**src/rtl/uart_pkg.sv**
```systemverilog
// uart_pkg: state encoding and parity selectors shared by the UART receive and transmit paths.
// No ports. Optional receive feature macro: UART_RX_MAJORITY_EN (used by uart_rx_sampler).
package uart_pkg;
  localparam logic [2:0] ST_IDLE   = 3'd0;
  localparam logic [2:0] ST_START  = 3'd1;
  localparam logic [2:0] ST_DATA   = 3'd2;
  localparam logic [2:0] ST_PARITY = 3'd3;
  localparam logic [2:0] ST_STOP   = 3'd4;
  localparam logic PAR_EVEN = 1'b0;
  localparam logic PAR_ODD  = 1'b1;
  typedef enum logic [2:0] {
    IDLE   = ST_IDLE,
    START  = ST_START,
    DATA   = ST_DATA,
    PARITY = ST_PARITY,
    STOP   = ST_STOP
  } state_t;
endpackage

```
**src/rtl/uart_rx_sampler.sv**
```systemverilog
// uart_rx_sampler: per-bit oversampling counter and bit-value decision for uart_rx.
// Ports: clk, rst (async, active-high), rx_in (serial line), restart (hold edge_cnt at 0),
//        sample_bit (decided bit value), sample_stb (1 cycle at the decision point),
//        bit_end (edge_cnt == PRESCALE-1).
// Macro UART_RX_MAJORITY_EN: 2-of-3 vote over edge_cnt SP-1, SP, SP+1, decided at SP+1;
// otherwise a single sample at SP.
module uart_rx_sampler
  import uart_pkg::*;
#(
  parameter int PRESCALE = 8
) (
  input  logic clk,
  input  logic rst,
  input  logic rx_in,
  input  logic restart,
  output logic sample_bit,
  output logic sample_stb,
  output logic bit_end
);
  localparam int EW = $clog2(PRESCALE);
  localparam logic [EW-1:0] SP   = EW'(PRESCALE / 2);
  localparam logic [EW-1:0] LAST = EW'(PRESCALE - 1);
  logic [EW-1:0] edge_cnt;
  always_ff @(posedge clk or posedge rst)
    if (rst) edge_cnt <= '0;
    else edge_cnt <= (restart || edge_cnt == LAST) ? '0 : edge_cnt + 1'b1;
  assign bit_end = edge_cnt == LAST;
`ifdef UART_RX_MAJORITY_EN
  // win[1] holds the SP-1 sample and win[0] the SP sample; the live line is the third vote.
  logic [1:0] win;
  always_ff @(posedge clk or posedge rst)
    if (rst) win <= '0;
    else if (edge_cnt == SP - 1'b1 || edge_cnt == SP) win <= {win[0], rx_in};
  assign sample_bit = (win[1] & win[0]) | (win[1] & rx_in) | (win[0] & rx_in);
  assign sample_stb = edge_cnt == SP + 1'b1;
`else
  assign sample_bit = rx_in;
  assign sample_stb = edge_cnt == SP;
`endif
endmodule

```
**src/rtl/uart_rx.sv**
```systemverilog
// uart_rx: 8N1/8E1/8O1 UART receiver with PRESCALE-times oversampling.
// Ports: clk, rst (async, active-high), rx_in (serial, idle high), par_en, par_typ (0 even / 1 odd),
//        p_data (last good byte), data_valid / par_err / stp_err (1-cycle pulses), busy (not IDLE).
// Macro UART_RX_MAJORITY_EN (see uart_rx_sampler) moves every sample-point action to SP+1.
module uart_rx
  import uart_pkg::*;
#(
  parameter int DATA_W   = 8,
  parameter int PRESCALE = 8
) (
  input  logic              clk,
  input  logic              rst,
  input  logic              rx_in,
  input  logic              par_en,
  input  logic              par_typ,
  output logic [DATA_W-1:0] p_data,
  output logic              data_valid,
  output logic              par_err,
  output logic              stp_err,
  output logic              busy
);
  localparam int CW = $clog2(DATA_W);
  state_t            state;
  logic [CW-1:0]     bit_cnt;
  logic [DATA_W-1:0] shreg;
  logic              par_bad, pen, ptyp;
  logic              sample_bit, sample_stb, bit_end;
  uart_rx_sampler #(.PRESCALE(PRESCALE)) u_sampler (
    .clk        (clk),
    .rst        (rst),
    .rx_in      (rx_in),
    .restart    (state == IDLE),
    .sample_bit (sample_bit),
    .sample_stb (sample_stb),
    .bit_end    (bit_end)
  );
  always_ff @(posedge clk or posedge rst)
    if (rst) begin
      state      <= IDLE;
      bit_cnt    <= '0;
      shreg      <= '0;
      par_bad    <= 1'b0;
      pen        <= 1'b0;
      ptyp       <= 1'b0;
      p_data     <= '0;
      data_valid <= 1'b0;
      par_err    <= 1'b0;
      stp_err    <= 1'b0;
      busy       <= 1'b0;
    end else begin
      data_valid <= 1'b0;
      par_err    <= 1'b0;
      stp_err    <= 1'b0;
      case (state)
        IDLE: if (!rx_in) begin
          state   <= START;
          busy    <= 1'b1;
          pen     <= par_en;
          ptyp    <= par_typ;
          par_bad <= 1'b0;
        end
        START: if (sample_stb && sample_bit) begin
          state <= IDLE;
          busy  <= 1'b0;
        end else if (bit_end) begin
          state   <= DATA;
          bit_cnt <= '0;
        end
        DATA: begin
          if (sample_stb) shreg[bit_cnt] <= sample_bit;
          if (bit_end) begin
            if (bit_cnt == CW'(DATA_W - 1)) state <= pen ? PARITY : STOP;
            else bit_cnt <= bit_cnt + 1'b1;
          end
        end
        PARITY: begin
          if (sample_stb) par_bad <= sample_bit != ((ptyp == PAR_ODD) ? ~^shreg : ^shreg);
          if (bit_end) state <= STOP;
        end
        STOP: if (sample_stb) begin
          // Leave half a bit early so a back-to-back start edge is caught from IDLE.
          state   <= IDLE;
          busy    <= 1'b0;
          stp_err <= !sample_bit;
          par_err <= par_bad;
          if (sample_bit && !par_bad) begin
            p_data     <= shreg;
            data_valid <= 1'b1;
          end
        end
        default: begin
          state <= IDLE;
          busy  <= 1'b0;
        end
      endcase
    end
endmodule
```
**config.mk**
```make
export PLATFORM = sky130hd
export DESIGN_NAME = uart_rx
export DESIGN_NICKNAME = d
export VERILOG_FILES = /design/src/rtl/uart_pkg.sv /design/src/rtl/uart_rx_sampler.sv /design/src/rtl/uart_rx.sv
export SDC_FILE = /design/constraint.sdc
export NUM_CORES = 1
export LEC_CHECK = 0
export CORE_UTILIZATION = 55
export DETAILED_ROUTE_END_ITERATION = 8
export DONT_BUFFER_PORTS = 1
export HOLD_SLACK_MARGIN = 0.1
export PLACE_DENSITY = 0.7
export SLEW_MARGIN = 20
export SYNTH_ARGS = -nofsm -noshare
export SYNTH_HDL_FRONTEND = slang
export SYNTH_SLANG_ARGS = --single-unit
```
**constraint.sdc**
```tcl
create_clock -name clk -period 2.37 [get_ports clk]
set_input_delay 0.5925 -clock clk [delete_from_list [all_inputs] [get_ports clk]]
set_output_delay 0.5925 -clock clk [all_outputs]
set_load 0.005 [all_outputs]
```
==> impl_results.md, run 1 <==
- Syn Area/Cell: 12.05 um2
- Routability Congestion: 0.8391
- DR iter-0 viols: 45
- Leakage: 0.0007977 uW
- H-tree levels: 2
- Post-cts repair resize count: 0
- EDFF count, synth: 0
- Status: finished with violations
- Slowest CP cell: or3b_1
- Overall power: 1010 uW
- Clk slew on worst S/H paths: 100 ps
- R2r endpoint: p_data[4]$_DFFE_PP0P_
- Initial antenna violation count: 0
- CTS sink cnt: 32
- Vias in the first global route: 919
- Worst Hold Class: in -> async
- Pin count of the biggest net entering global routing: 18
- Largest stage delay, worst path: 600 ps
- Die H: 56.78 um
- Setup ws final: 368.9 ps
- Worst Skew: 8.003 ps
- Syn nets: 147
- Largest cells by area after synthesis: dfrtp_1 49%, mux2_4 7.3%, mux2_2 6.8%, ha_1 3.8%, xnor2_1 3.2%
- Slew Viols, Final: 0
- Port bufs: 0
- Die W: 56.78 um
- Final Hold Fails: 0
- CTS max path bufs: 2
- Pre-CTS WS: 357.2 ps
- Critical path class: reg -> reg
- Synth area leader: dfrtp_1
- Sequential fraction of the synthesis area: 0.4852
- Worst r2r path cells: 6
- Max-slew headroom: 0.5539
- Post-Syn Area: 1650 um2
- Post-synth ARST share: 1.000
- Synth top area share: 0.4852
- Synth Register Bits: 32
- Fmax: 0.4997 GHz
- Total gr overflow: 0
- Clk Latency, worst-skew pair: 340 ps
- Cell variety after synth: 42
- Tmin final: 2001 ps
- Req. time, crit path: 2600 ps
- Cells along the critical path: inv_1 > ha_1 > and2_4 > nand3_4 > or3b_1 > mux2_4
- CP delay by family, top: simple AND/OR/NAND/NOR gates
- Fin crit share: 0.8443
- Post-DP HPWL: 1859 um
- Worst VDD drop: 444.9 uV
- First-pass GRT wire length: 4271 um
- Setup repair after global routing missed its margin: false
- Worst-path fanout max: 9
- Setup bufs post-CTS: 0
- 1st-pass router iterations: 6
- Share of layout cells above drive strength 1: 0.2391
- PD cells: 585.8 nW/um2
- Reg-to-Reg Start: u_sampler.edge_cnt[0]$_DFF_PP0_
- CTS tree: built
- FF-to-FF setup slack: 370 ps
- Crit path DAT: 2230 ps
- CP Capture Type: flip-flop
- CTS Buf Count: 5
- Drt drc: 4
- Die ar.: 3223 um2
- Top_reg_cell synth: dfrtp_1
- Via/cell ratio: 5.716
- Total Wirelength: 2471 um
- Gr usage total: 0.1831
- Worst Tran Pin Value: 668.5 ps
- Antenna-violating nets left: 0
- Crit start category: flip-flop
- Initial Utilization: 0.5883
- Area Growth Syn to Fin: 4.473%
- CTS root buffer: clkbuf_4
- Yosys warnings: 0
- Max Cap Viol: 0
- Final net count: 147
- FP Rows: 19
- Routed vias: 966
- N_diodes: 0
- WHS: 230.3 ps
- Synth Instances: 137
- Failing checks: design-rule violations
- Hold buffers post-CTS: 0
- Buf/Inv on CP: 1
- Final setup viols: 0
- Ports: 17
- Setup TNS: 0 ps
- Std-Cell Core Area: 2805 um2
- WL/cell: 14.62 um
Yosys cell counts, types with 2 or more instances:
| cell type | count |
|---|---|
| nor3_1 | 4 |
| nand2_1 | 6 |
| nor2b_1 | 2 |
| a32o_1 | 2 |
| inv_1 | 5 |
| ha_1 | 5 |
| clkbuf_1 | 3 |
| mux2_4 | 8 |
| and2_1 | 2 |
| buf_2 | 2 |
| xnor2_1 | 6 |
| o21ai_0 | 5 |
| mux2_2 | 10 |
| dfrtp_1 | 32 |
| nor2_1 | 12 |
| nand3_1 | 5 |
| nand2b_1 | 2 |
| nor4_1 | 2 |
state kept, by name, summed over array words and instances, names as in the netlist:
signal	flops
bit_cnt	3
state	3
par_bad	1
data_valid	1
p_data	8
pen	1
par_err	1
ptyp	1
stp_err	1
u_sampler.edge_cnt	3
shreg	8
busy	1
cells in the final DEF, fill, tap and decap left out, types with 2 or more instances in the layout:
cell type,instances
nor2b_1,2
mux2_4,8
nor3_1,4
inv_1,5
nand2_1,6
a32o_1,2
nand3_1,5
mux2_2,10
o21ai_0,5
ha_1,5
nor2_1,12
xnor2_1,6
clkbuf_4,5
dfrtp_1,32
and2_1,2
nor4_1,2
nand2b_1,2
where the power goes:
group	total [uW]	switching [uW]	internal, uW	leakage, uW
clock	403	182	221	0.0000422
combinational	47.5	20.8	26.7	0.000352
sequential	560	6.34	553	0.000404
cells by family after synthesis:
group / after synthesis / share of synthesized area
adder cells (fa/ha/maj): 5 / 0.03791
buffers and inverters: 13 / 0.04852
AO/OA/AOI/OAI: 16 / 0.06900
flip-flops: 32 / 0.4852
multiplexers: 18 / 0.1410
XOR/XNOR: 8 / 0.05080
AND/OR/NAND/NOR: 45 / 0.1675
worst max path at each step:
stage,endpoint,start,cells past startpoint,slack [ps]
after floorplan,p_data[0]$_DFFE_PP0P_,u_sampler.edge_cnt[0]$_DFF_PP0_,8,560
after global placement,p_data[6]$_DFFE_PP0P_,u_sampler.edge_cnt[0]$_DFF_PP0_,6,410
after detailed placement,p_data[4]$_DFFE_PP0P_,u_sampler.edge_cnt[0]$_DFF_PP0_,6,360
after CTS,p_data[4]$_DFFE_PP0P_,u_sampler.edge_cnt[0]$_DFF_PP0_,6,350
after global routing,p_data[5]$_DFFE_PP0P_,u_sampler.edge_cnt[0]$_DFF_PP0_,6,250
final,p_data[4]$_DFFE_PP0P_,u_sampler.edge_cnt[0]$_DFF_PP0_,6,370
through the flow:
step / std cells / instance area [um2] / utilization
2_1_floorplan: 137 / 1650 / -
3_3_place_gp: 161 / 1648 / 0.5874
3_5_place_dp: 161 / 1648 / 0.5874
4_1_cts: 169 / 1724 / 0.6146
5_1_grt: 169 / 1724 / 0.6146
6_report: 169 / 1724 / 0.6146
area by class of cell:
class	count	area [um2]
fillers	229	1081
flip-flops and latches	32	800.8
clock buffers	6	41.29
well taps	31	38.79
multi-input cells	92	769.5
inverters	5	18.77
repair buffers	1	20.02
clock inverters	2	35.03
metal layers:
metal,wire (um),track usage,up-vias
li1,-,-,481
met3,140,0.06912,6
met5,0,0,-
met1,1192,0.2354,459
met2,1078,0.2636,20
met4,59,0.1045,0
Power figures use the tool's default switching activity.
==> run 2: changes to the inputs <==
--- a/config.mk
+++ b/config.mk
@@ -9,7 +9,7 @@
 export DETAILED_ROUTE_END_ITERATION = 8
 export DONT_BUFFER_PORTS = 1
 export HOLD_SLACK_MARGIN = 0.1
-export PLACE_DENSITY = 0.7
+export PLACE_DENSITY = 0.73
 export SLEW_MARGIN = 20
 export SYNTH_ARGS = -nofsm -noshare
 export SYNTH_HDL_FRONTEND = slang
==> constraint.sdc (replaced) <==
create_clock -name clk -period 1.64 [get_ports clk]
set_input_delay 0.41 -clock clk [delete_from_list [all_inputs] [get_ports clk]]
set_output_delay 0.41 -clock clk [all_outputs]
set_load 0.005 [all_outputs]
==> run 2 against run 1 <==
Effect of this change: the run ends with design-rule violations, negative setup slack left; power is 48% higher; die area stayed put; worst setup slack worse by 510 ps; count of clock-buffer cells in the layout is 1 lower; non-clock buffer count is 30 higher; clock skew is 6.8 ps higher.
==> impl_results.md, run 2 (same netlist as run 1, synthesis figures left out) <==
- Post-DP HPWL: 2135 um (was 1859 um)
- Initial antenna violation count: 0 (unchanged)
- Port bufs: 0 (unchanged)
- Ports: 17 (unchanged)
- DR iter-0 viols: 54 (was 45)
- Largest regs: p_data (8), shreg (8) (unchanged)
- Slowest CP cell: dfrtp_1 (was or3b_1)
- 1st-pass router iterations: 6 (unchanged)
- Routability Congestion: 0.8910 (was 0.8391)
- Initial Utilization: 0.5883 (unchanged)
- N_diodes: 0 (unchanged)
- Gr usage total: 0.2361 (was 0.1831)
- Reg-to-Reg Start: u_sampler.edge_cnt[0]$_DFF_PP0_ (unchanged)
- P_int: 1159 uW (was 801.0 uW)
- Worst r2r path cells: 7 (was 6)
- Setup repair after global routing missed its margin: true (was false)
- Setup ws final: -137.7 ps (was 368.9 ps)
- FF-to-FF setup slack: -140 ps (was 370 ps)
- Vias in the first global route: 1171 (was 919)
- Req. time, crit path: 1880 ps (was 2600 ps)
- Via/cell ratio: 5.724 (was 5.716)
- Std-Cell Core Area: 2805 um2 (unchanged)
- Highest Signal Layer: met4 (unchanged)
- CTS tree: built (unchanged)
- Setup crit start: u_sampler.edge_cnt[0]$_DFF_PP0_ (unchanged)
- Combinational power share: 0.050 (was 0.047)
- Failing checks: design-rule violations, negative setup slack (was design-rule violations)
- Metal2 WL: 1669 um (was 1078 um)
- Cells along the critical path: inv_1 > ha_2 > and2_4 > nand3_4 > or3b_4 > buf_6 > mux2_4 (was inv_1 > ha_1 > and2_4 > nand3_4 > or3b_1 > mux2_4)
- Final Hold Fails: 0 (unchanged)
- Slew Viols, Final: 0 (unchanged)
- R2r endpoint: p_data[4]$_DFFE_PP0P_ (unchanged)
- Status: finished with violations (unchanged)
- Share of layout cells above drive strength 1: 0.4762 (was 0.2391)
- H-tree levels: 2 (unchanged)
- Switching pwr: 334.4 uW (was 209.0 uW)
- Final setup viols: 11 (was 0)
- Reg power frac: 0.542 (was 0.554)
- Die ar.: 3223 um2 (unchanged)
- Largest stage delay, worst path: 390 ps (was 600 ps)
- Die W: 56.78 um (unchanged)
- Share of the core filled with cells: 0.7328 (was 0.6146)
- Tmin final: 1778 ps (was 2001 ps)
- Fmax: 0.5625 GHz (was 0.4997 GHz)
- First-pass GRT wire length: 5602 um (was 4271 um)
- Clock power frac: 0.408 (was 0.399)
- Final net count: 177 (was 147)
- Crit start category: flip-flop (unchanged)
- Area taken by multi-input logic gates: 869.6 um2 (was 769.5 um2)
- Worst VDD drop: 408.1 uV (was 444.9 uV)
- CTS root buffer: clkbuf_4 (unchanged)
- Commonest non-fill, non-tap cells in the layout: 30 x dfrtp_1, 27 x buf_4, 11 x nor2_1 (was 32 x dfrtp_1, 12 x nor2_1, 10 x mux2_2)
- Worst Hold Class: in -> reg (was in -> async)
- Worst Tran Pin Value: 270.7 ps (was 668.5 ps)
- Register Area: 803.3 um2 (was 800.8 um2)
- Overall power: 1493 uW (was 1010 uW)
- Pin count of the biggest net entering global routing: 19 (was 18)
- CTS Buf Count: 5 (unchanged)
- Routed vias: 1139 (was 966)
- Die H: 56.78 um (unchanged)
- Fin crit share: 1.084 (was 0.8443)
- FP Rows: 19 (unchanged)
- Worst Skew: 14.78 ps (was 8.003 ps)
- Area Growth Syn to Fin: 24.56% (was 4.473%)
- Leakage: 0.0009625 uW (was 0.0007977 uW)
- Antenna-violating nets left: 0 (unchanged)
- M1 WL: 1457 um (was 1192 um)
- Max Cap Viol: 0 (unchanged)
- Most common cell after layout, fill and taps aside: dfrtp_1 (unchanged)
- Clk slew on worst S/H paths: 120 ps (was 100 ps)
- Crit path DAT: 2010 ps (was 2230 ps)
- Wire length on met3: 170 um (was 140 um)
- CTS sink cnt: 32 (unchanged)
- Worst-path fanout max: 5 (was 9)
- Total Wirelength: 3367 um (was 2471 um)
- CP Capture Type: flip-flop (unchanged)
- Switching power share of the total: 0.2239 (was 0.2069)
- WL/cell: 16.92 um (was 14.62 um)
- PD cells: 726.5 nW/um2 (was 585.8 nW/um2)
- CTS max path bufs: 2 (unchanged)
- Critical path class: reg -> reg (unchanged)
- Max-slew headroom: 0.8179 (was 0.5539)
- Drt drc: 7 (was 4)
- Fill count: 179 (was 229)
- Clk Latency, worst-skew pair: 350 ps (was 340 ps)
- Total gr overflow: 0 (unchanged)
- End of the critical path: p_data[4]$_DFFE_PP0P_ (unchanged)
## run 2: per-layer routing
layer / vias up / track usage
met1: 571 / 0.2967
li1: 535 / -
met2: 24 / 0.3520
met3: 9 / 0.1060
met5: - / 0
met4: 0 / 0.1010
## run 2: repair_timing
action	in CTS	in global routing
pin swaps	0	8
setup buffers	2	7
hold buffers	1	1
setup endpoints to repair	13	23
hold endpoints to repair	32	1
cloned	1	0
resized for setup	10	14
## run 2: worst max-delay path: cells and delay by family, from the launching register on
family,cells,cell delay [ps]
buffers and inverters,2,210
AND/OR/NAND/NOR,3,610
flip-flops,1,390
multiplexers,1,290
adder cells (fa/ha/maj),1,180
## run 2: worst min path at each step
stage | slack [ps] | startpoint | cells past startpoint | end
floorplan | 440 | u_sampler.edge_cnt[0]$_DFF_PP0_ | 1 | u_sampler.edge_cnt[0]$_DFF_PP0_
CTS | 110 | rx_in | 1 | stp_err$_DFF_PP0_
global placement | 330 | rst | 2 | data_valid$_DFF_PP0_
finish | 200 | rx_in | 1 | shreg[3]$_DFFE_PP0P_
detailed placement | 340 | rst | 2 | data_valid$_DFF_PP0_
global route | 170 | rx_in | 1 | shreg[3]$_DFFE_PP0P_
## run 2: per-stage QoR
step	instances	worst slack, ps	TNS, ps	cell area (um2)	hold WS, ps
after CTS	192	-122.9	-916.1	1931	108.7
after detailed placement	180	-144.1	-1158	1788	342.0
after global routing	199	-195.2	-2125	2056	174.7
final	199	-137.7	-1060	2056	198.4
after global placement	180	-110.5	-891.7	1788	328.5
after floorplan	137	-168.2	-1345	1660	442.8
## run 2: cell type report
class / instances / share of cell area
Clock inverter: 3 / 0.02069
Sequential cell: 32 / 0.3907
Clock buffer: 5 / 0.01826
Timing Repair Buffer: 31 / 0.1193
Tap cell: 31 / 0.01887
Inverter: 5 / 0.009130
Multi-Input combinational cell: 92 / 0.4230
## run 2: power groups by stage
stage	combinational, uW	clock (uW)	sequential (uW)
floorplan	60.9	0	822
global placement	67.7	0	824
detailed placement	69.2	0	825
CTS	71.4	617	809
global route	84.4	662	811
finish	74.3	610	809
